$ cat src/rtl/cv32e40x_pkg.sv
// Shared types and constants for the multiplier writeback buffer.
package cv32e40x_pkg;

  localparam int MUL_WB_DEPTH   = 2;
  localparam int MUL_WB_RADDR_W = 5;

  typedef struct packed {
    logic [31:0]               result;
    logic [MUL_WB_RADDR_W-1:0] rd;
    logic                      we;
  } mul_wb_entry_t;

endpackage

$ cat src/rtl/cv32e40x_mul_wb_hazard.sv
// Combinational RAW check of buffered destinations against ID source registers.
module cv32e40x_mul_wb_hazard #(
  parameter int DEPTH   = 2,
  parameter int RADDR_W = 5
) (
  input  logic [DEPTH-1:0]              valid,
  input  logic [DEPTH-1:0][RADDR_W-1:0] rd,
  input  logic [DEPTH-1:0]              we,
  input  logic [RADDR_W-1:0]            rs1_i,
  input  logic [RADDR_W-1:0]            rs2_i,
  output logic                          hazard_o
);

  logic [DEPTH-1:0] hit;

  // x0 is hardwired to zero, so a pending write to it can never be a dependency
  for (genvar g = 0; g < DEPTH; g++) begin : g_ent
    assign hit[g] = valid[g] && we[g] && (rd[g] != '0) &&
                    ((rd[g] == rs1_i) || (rd[g] == rs2_i));
  end

  assign hazard_o = |hit;

endmodule

$ cat src/rtl/cv32e40x_mul_wb_buffer.sv
// Result FIFO between multiplier and writeback with pending-destination hazard flag.
module cv32e40x_mul_wb_buffer
  import cv32e40x_pkg::*;
#(
  parameter int DEPTH   = MUL_WB_DEPTH,
  parameter int RADDR_W = MUL_WB_RADDR_W
) (
  input  logic                       clk,
  input  logic                       rst_n,
  input  logic                       flush_i,
  input  logic                       mul_valid_i,
  output logic                       mul_ready_o,
  input  logic [31:0]                mul_result_i,
  input  logic [RADDR_W-1:0]         mul_rd_i,
  input  logic                       mul_we_i,
  output logic                       wb_valid_o,
  input  logic                       wb_ready_i,
  output logic [31:0]                wb_result_o,
  output logic [RADDR_W-1:0]         wb_rd_o,
  output logic                       wb_we_o,
  input  logic [RADDR_W-1:0]         rs1_i,
  input  logic [RADDR_W-1:0]         rs2_i,
  output logic                       hazard_o,
  output logic [$clog2(DEPTH):0]     count_o
);

  localparam int PW = $clog2(DEPTH);
  localparam int CW = PW + 1;

  mul_wb_entry_t [DEPTH-1:0] mem_q;
  logic [DEPTH-1:0]          valid_q;
  logic [PW-1:0]             wptr_q, rptr_q;
  logic [CW-1:0]             count_q;

  logic          push, pop;
  mul_wb_entry_t head;

  assign mul_ready_o = (count_q < CW'(DEPTH));
  assign push        = mul_valid_i && mul_ready_o;
  assign pop         = wb_valid_o && wb_ready_i;
  assign count_o     = count_q;

  always_ff @(posedge clk) begin
    if (!rst_n || flush_i) begin
      valid_q <= '0;
      wptr_q  <= '0;
      rptr_q  <= '0;
      count_q <= '0;
    end else begin
      if (push) begin
        mem_q[wptr_q]   <= '{result: mul_result_i, rd: mul_rd_i, we: mul_we_i};
        valid_q[wptr_q] <= 1'b1;
        wptr_q          <= wptr_q + 1'b1;
      end
      // push and pop never target the same slot: empty blocks pop, full blocks push
      if (pop) begin
        valid_q[rptr_q] <= 1'b0;
        rptr_q          <= rptr_q + 1'b1;
      end
      case ({push, pop})
        2'b10:   count_q <= count_q + 1'b1;
        2'b01:   count_q <= count_q - 1'b1;
        default: count_q <= count_q;
      endcase
    end
  end

  // Head fields are zeroed when empty so stale slot data never leaks out
  assign wb_valid_o  = valid_q[rptr_q];
  assign head        = wb_valid_o ? mem_q[rptr_q] : '0;
  assign wb_result_o = head.result;
  assign wb_rd_o     = head.rd;
  assign wb_we_o     = head.we;

  logic [DEPTH-1:0][RADDR_W-1:0] ent_rd;
  logic [DEPTH-1:0]              ent_we;

  for (genvar g = 0; g < DEPTH; g++) begin : g_unpack
    assign ent_rd[g] = mem_q[g].rd;
    assign ent_we[g] = mem_q[g].we;
  end

  cv32e40x_mul_wb_hazard #(
    .DEPTH   (DEPTH),
    .RADDR_W (RADDR_W)
  ) u_hazard (
    .valid    (valid_q),
    .rd       (ent_rd),
    .we       (ent_we),
    .rs1_i    (rs1_i),
    .rs2_i    (rs2_i),
    .hazard_o (hazard_o)
  );

endmodule

$ cat config.mk
export PLATFORM = sky130hd
export DESIGN_NAME = cv32e40x_mul_wb_buffer
export DESIGN_NICKNAME = d
export VERILOG_FILES = /design/src/rtl/cv32e40x_pkg.sv /design/src/rtl/cv32e40x_mul_wb_hazard.sv /design/src/rtl/cv32e40x_mul_wb_buffer.sv
export SDC_FILE = /design/constraint.sdc
export NUM_CORES = 1
export LEC_CHECK = 0
export BUFFER_PORTS_ARGS = -buffer_cell sky130_fd_sc_hd__buf_4
export CORE_MARGIN = 4
export CORE_UTILIZATION = 40
export DETAILED_ROUTE_END_ITERATION = 12
export PLACE_DENSITY = 0.66
export SLEW_MARGIN = 20
export SYNTH_ARGS = -nofsm -noshare
export SYNTH_HDL_FRONTEND = slang
export SYNTH_SLANG_ARGS = --single-unit
$ cat constraint.sdc
create_clock -name clk -period 3.9 [get_ports clk]
set_input_delay 0.585 -clock clk [delete_from_list [all_inputs] [get_ports clk]]
set_output_delay 0.585 -clock clk [all_outputs]
set_load 0.02 [all_outputs]
# After elaboration in Yosys (flattened, before gate mapping)

Index checks and enable logic that the tools add are counted.

Muxes and demuxes: 16
Eq/ne operators: 6
Bitwise operators: 4
Add/sub/neg operators: 4
Reductions and logical operators: 19
$lt $le $gt $ge: 5

Operators with widths:

| kind                | number |
|---|---|
| $mux 38             | 4 |
| $bwmux 76           | 1 |
| $demux 38 s1        | 1 |
| $eq 5x5->1          | 4 |
| $logic_and 1x1->1   | 10 |
| $reduce_bool 5->1   | 2 |
| $mux 2              | 3 |
| $lt 1x2->1 const B  | 2 |
| $mux 1              | 4 |
| $pmux 2 s2          | 1 |
| $logic_or 1x1->1    | 3 |
| $add 1x1->1 const B | 2 |
| $add 2x1->2 const B | 1 |
| $and 2x2->2         | 1 |
| $demux 1 s1         | 2 |
| $eq 2x1->1 const B  | 1 |
| $eq 2x2->1 const B  | 1 |
| $ge 1x1->1 const B  | 2 |
| $lt 2x2->1 const B  | 1 |
| $not 2->2           | 1 |
| $or 2x2->2          | 1 |
| $reduce_and 2->1    | 1 |
| $reduce_bool 2->1   | 1 |
| $reduce_or 2->1     | 1 |
| other kinds (3)     | 3 |

Logic and storage cells: 64
Bits of input ports: 53
Output and inout bits: 43
Flip-flop bits (word level): 82

# Longest topological paths before layout

Word-level depth: 9
Depth in mapped cells: 9
Depth with buffers taken out: 7

# Cells and area by module

From an unflattened synthesis, not the netlist that was laid out.

Cell total of the unflattened synthesis: 231
Area total of the unflattened synthesis: 3433.3 um^2

By module, submodules not included:

| module                 | cells each | area an instance (um^2) | instances | seq. area each (um^2) |
|---|---|---|---|---|
| cv32e40x_mul_wb_buffer | 196        | 3158.0                  | 1         | 2402.3 |
| cv32e40x_mul_wb_hazard | 35         | 275.3                   | 1         | 0.0 |

# Least setup slack after synthesis

Ideal clock, no wire load.

Path type: input -> register
Start point: in mul_valid_i
End point: reg mem_q (netlist bit ent_rd[0]), enable pin
Library setup time: 0.483 ns
Data required time: 3.417 ns
Arrival time: 3.526 ns
Slack: -0.109 ns
Buffers on the path: 0
Cell stages on the path: 3
Cells stage by stage: nor2b_2 -> inv_1 -> nor3_1

Cells in the longest elaborated chain, start to end: 2

RTL lines:

| what                              | RTL line                     | source |
|---|---|---|
| from (decl)                       | cv32e40x_mul_wb_buffer.sv:11 | `input logic mul_valid_i,` |
| $logic_and 1x1->1                 | cv32e40x_mul_wb_buffer.sv:39 | `assign push = mul_valid_i && mul_ready_o;` |
| $reduce_and 2->1 (no source line) | --                           |  |
| to (signal, indexed assignment)   | cv32e40x_mul_wb_buffer.sv:51 | `mem_q[wptr_q] <= '{result: mul_result_i, rd: mul_rd_i, we: mul_we_i};` |
| to (decl)                         | cv32e40x_mul_wb_buffer.sv:30 | `mul_wb_entry_t [DEPTH-1:0] mem_q;` |

Every way passes these cells.
A chain may end at the register's enable or synchronous reset.

# Worst setup path after layout

Start point: reg rptr_q
End point: out wb_result_o[26]

Cells in the longest elaborated chain, start to end: 3
Elaborated cells between the ends (all ways): 5
Those cells by class: mux: 5

RTL lines:

| what                                                                        | RTL line                                                   | source |
|---|---|---|
| from (decl)                                                                 | cv32e40x_mul_wb_buffer.sv:32                               | `logic [PW-1:0] wptr_q, rptr_q;` |
| from (signal assigned)                                                      | cv32e40x_mul_wb_buffer.sv:58                               | `rptr_q <= rptr_q + 1'b1;` |
| $mux 38 (not written as such) / $mux 1 (equally long branches) (2 in a row) | cv32e40x_mul_wb_buffer.sv:70, cv32e40x_mul_wb_buffer.sv:69 |  |
| $mux 38 (*)                                                                 | cv32e40x_mul_wb_buffer.sv:70                               | `assign head = wb_valid_o ? mem_q[rptr_q] : '0;` |
| to (decl)                                                                   | cv32e40x_mul_wb_buffer.sv:18                               | `output logic [31:0] wb_result_o,` |

Mark *: on every way between the ends. The rest lies on a longest branch, timed or not. The select of a mux whose other input is x is not followed.

==> metrics.txt <==
P per Cell Area=approximately 410 nW/µm²; layout cells sized above 1=35.93%; Synth area leaders=edfxtp_1 67%, mux2i_1 11%, xor2_1 5.4%; die width=roughly 100 µm; status=complete, no violations; CTS Hold Bufs=0; flops & latches, synth=between 80 and 90; Reg clk slew, reported paths=0.08 ns; hpwl dp=between 4 and 5 mm; global-route wire length before repair=roughly 10 mm; DRT Wirelength=between 6 and 7 mm; Critical Path Fanout Max=25; # Max-Cap Violations=0; Worst Setup End Kind=output port; final-report setup violation count=0; pre-CTS setup slack=around 1.2 ns; DP Area=4263 µm²; synth unique cells=24; Fmax=roughly 340 MHz; syn nets=between 200 and 300; Post-route DRC=0; Worst slew margin=roughly two fifths; GRT Util Overall=between 10% and 20%; Buffers on Ports=95; Slew Viols, Final=0; final hold viol count=0; worst r2r dst=count_o[1]; end of the critical path=wb_result_o[26]; pin count of the biggest net entering global routing=39; gr ovfl total=0; RSZ-0062 raised after global routing=false; Leak=1.663 nW; final worst path period need=2.982 ns; final hold slack=approximately 0.43 ns; path category of the worst min-delay check=in2reg; DR vias=about 2100; Least-Margin Pin Slew=between 0.9 and 1 ns; Final nets=approximately 380; critical path class=reg2out; Setup Skew=0.01046 ns; startpoint types=flip-flop; fin area=4493 µm²; vias per cell=around 4.8; Core Area=about 8300 µm²; worst path required time=approximately 3.3 ns; period utilisation layout=between 70% and 80%; Initial DRT Pass Iterations=4; Die Y=between 100 and 150 µm; Longest Clk Path Bufs=2; num rows=33; P&R area growth vs syn=31.83%; final worst slack=just over 0.9 ns; antenna fix cells=0; Crit. Startpoint=rptr_q; Mapped Avg Cell Area=~15 µm²; Peak VDD IR=between 0.0002 and 0.0003 V; IO Pins=96; clock latency on the worst-skew pair=approximately 0.33 ns; R2R depth=6; TNS Setup=0 ns; CTS tree=built; DRT antenna net count=0; cts repair resizes=0; Crit path arrival time=about 2.4 ns; YS warnings=0; clk sinks=82; reg2reg start=rptr_q; worst hold stages=1; vias in the first global route=about 2200; initial drt markers=approximately 80; initial antenna violation count=0; H-tree depth=3; die footprint=around 10000 µm²; Wirelength per Cell=around 15 µm; R2R setup slack=~1.4 ns; CTS Buf Count=9; Syn Inst Count=between 200 and 250; Yosys top cell area share=roughly two thirds; root buffer cell=clkbuf_8; setup bufs post-CTS=0; initial core utilization=approximately two fifths; Post-Synthesis Cell Area=roughly 3400 µm²; leading area contributor after synthesis=edfxtp_1; Seq/Total Area, Yosys=slightly above 70%; GPL Wtd Cong=0.7127
[layout by cell type (no fill, tap or decap), types with 2 or more instances in the layout]
cell type   n
mux2i_1    38
xor2_1     21
buf_4      99
clkinv_1    2
bufinv_16   3
edfxtp_1   76
nor3_1      4
nor2b_1     3
a22oi_1     3
nor2_1     45
inv_1       3
xnor2_1     2
clkbuf_8    9
a21oi_1     4
o211ai_2    2
dfxtp_1     5
[where the power goes]
group	switching [W]	internal, W	leakage, nW
clock network	0.000275	0.000419	0.114
registers	0.00000992	0.000980	0.740
logic	0.0000830	0.0000790	0.809
total	0.000368	0.00148	1.66
[final cells by class]
type                            count  area (µm²)
Fill cell                         697        3765
Sequential cell                    82        2404
Multi-Input combinational cell    135       973.4
Timing Repair Buffer               99       743.2
Tap cell                          105       131.4
Clock buffer                        9       123.9
Clock inverter                      6       106.4
Inverter                            3       11.26
[Yosys cell counts]
master	number
edfxtp_1	76
mux2i_1	38
nor3_1	5
ha_1	1
nor2_1	45
o21ai_0	1
nand2_1	1
o22ai_1	1
a21oi_1	5
xor2_1	21
nor2b_1	3
dfxtp_1	6
or3_1	1
o211ai_2	2
xnor2_1	2
or4_4	1
nor2b_2	1
a311oi_1	1
inv_1	3
a22oi_1	3
and3_1	1
or4_1	1
nand2b_1	1
buf_2	9
[how the worst min path moves through the flow]
stage	from	endpoint	slack [ns]
2_1_floorplan	valid_q[0]	valid_q[0]	0.51
3_3_place_gp	count_o[1]	count_o[1]	0.51
3_5_place_dp	count_o[1]	count_o[1]	0.53
4_1_cts	mul_result_i[27]	mem_q[33]	0.41
5_1_grt	mul_result_i[14]	mem_q[20]	0.40
6_report	mul_result_i[27]	mem_q[33]	0.43
[cell families (layout without fill, tap and decap cells)]
logic type,count (synthesis),count (layout),share of synthesized area (%)
simple gates,60,60,7.709
flops,82,82,70.48
mux,38,38,11.16
xor+xnor,23,23,5.911
fa+ha+maj,1,1,0.3670
compound gates,13,13,2.716
buf+inv,12,117,1.652
[critical path: stages, from the launching register on]
cell and delay [ns]:
dfxtp_2 0.68, nor2b_1 0.20, a21oi_4 0.59, buf_4 0.34, nor2_1 0.09, buf_4 0.16
[state kept, by name, summed over array words and instances (netlist names)]
| signal | cells |
|---|---|
| ent_rd | 10 |
| valid_q | 2 |
| count_o | 2 |
| rptr_q | 1 |
| mem_q | 64 |
| wptr_q | 1 |
| ent_we | 2 |
[through the flow]
stage	cells	power [W]	util (%)
finish	439	0.001846	54.41
global route	439	0.001921	54.41
CTS	439	0.001865	54.41
detailed placement	424	0.001174	51.62
global placement	424	0.001171	51.62
floorplan	229	0.001083	-
[metal layers]
| layer | track usage, % | share of wire (%) |
|---|---|---|
| met1 | 16.87 | 45 |
| met2 | 21.25 | 47 |
| met3 | 4.795 | 7.7 |
| met4 | 3.731 | 0.95 |
| met5 | 0 | 0 |
(Power assumes the default switching activity.)
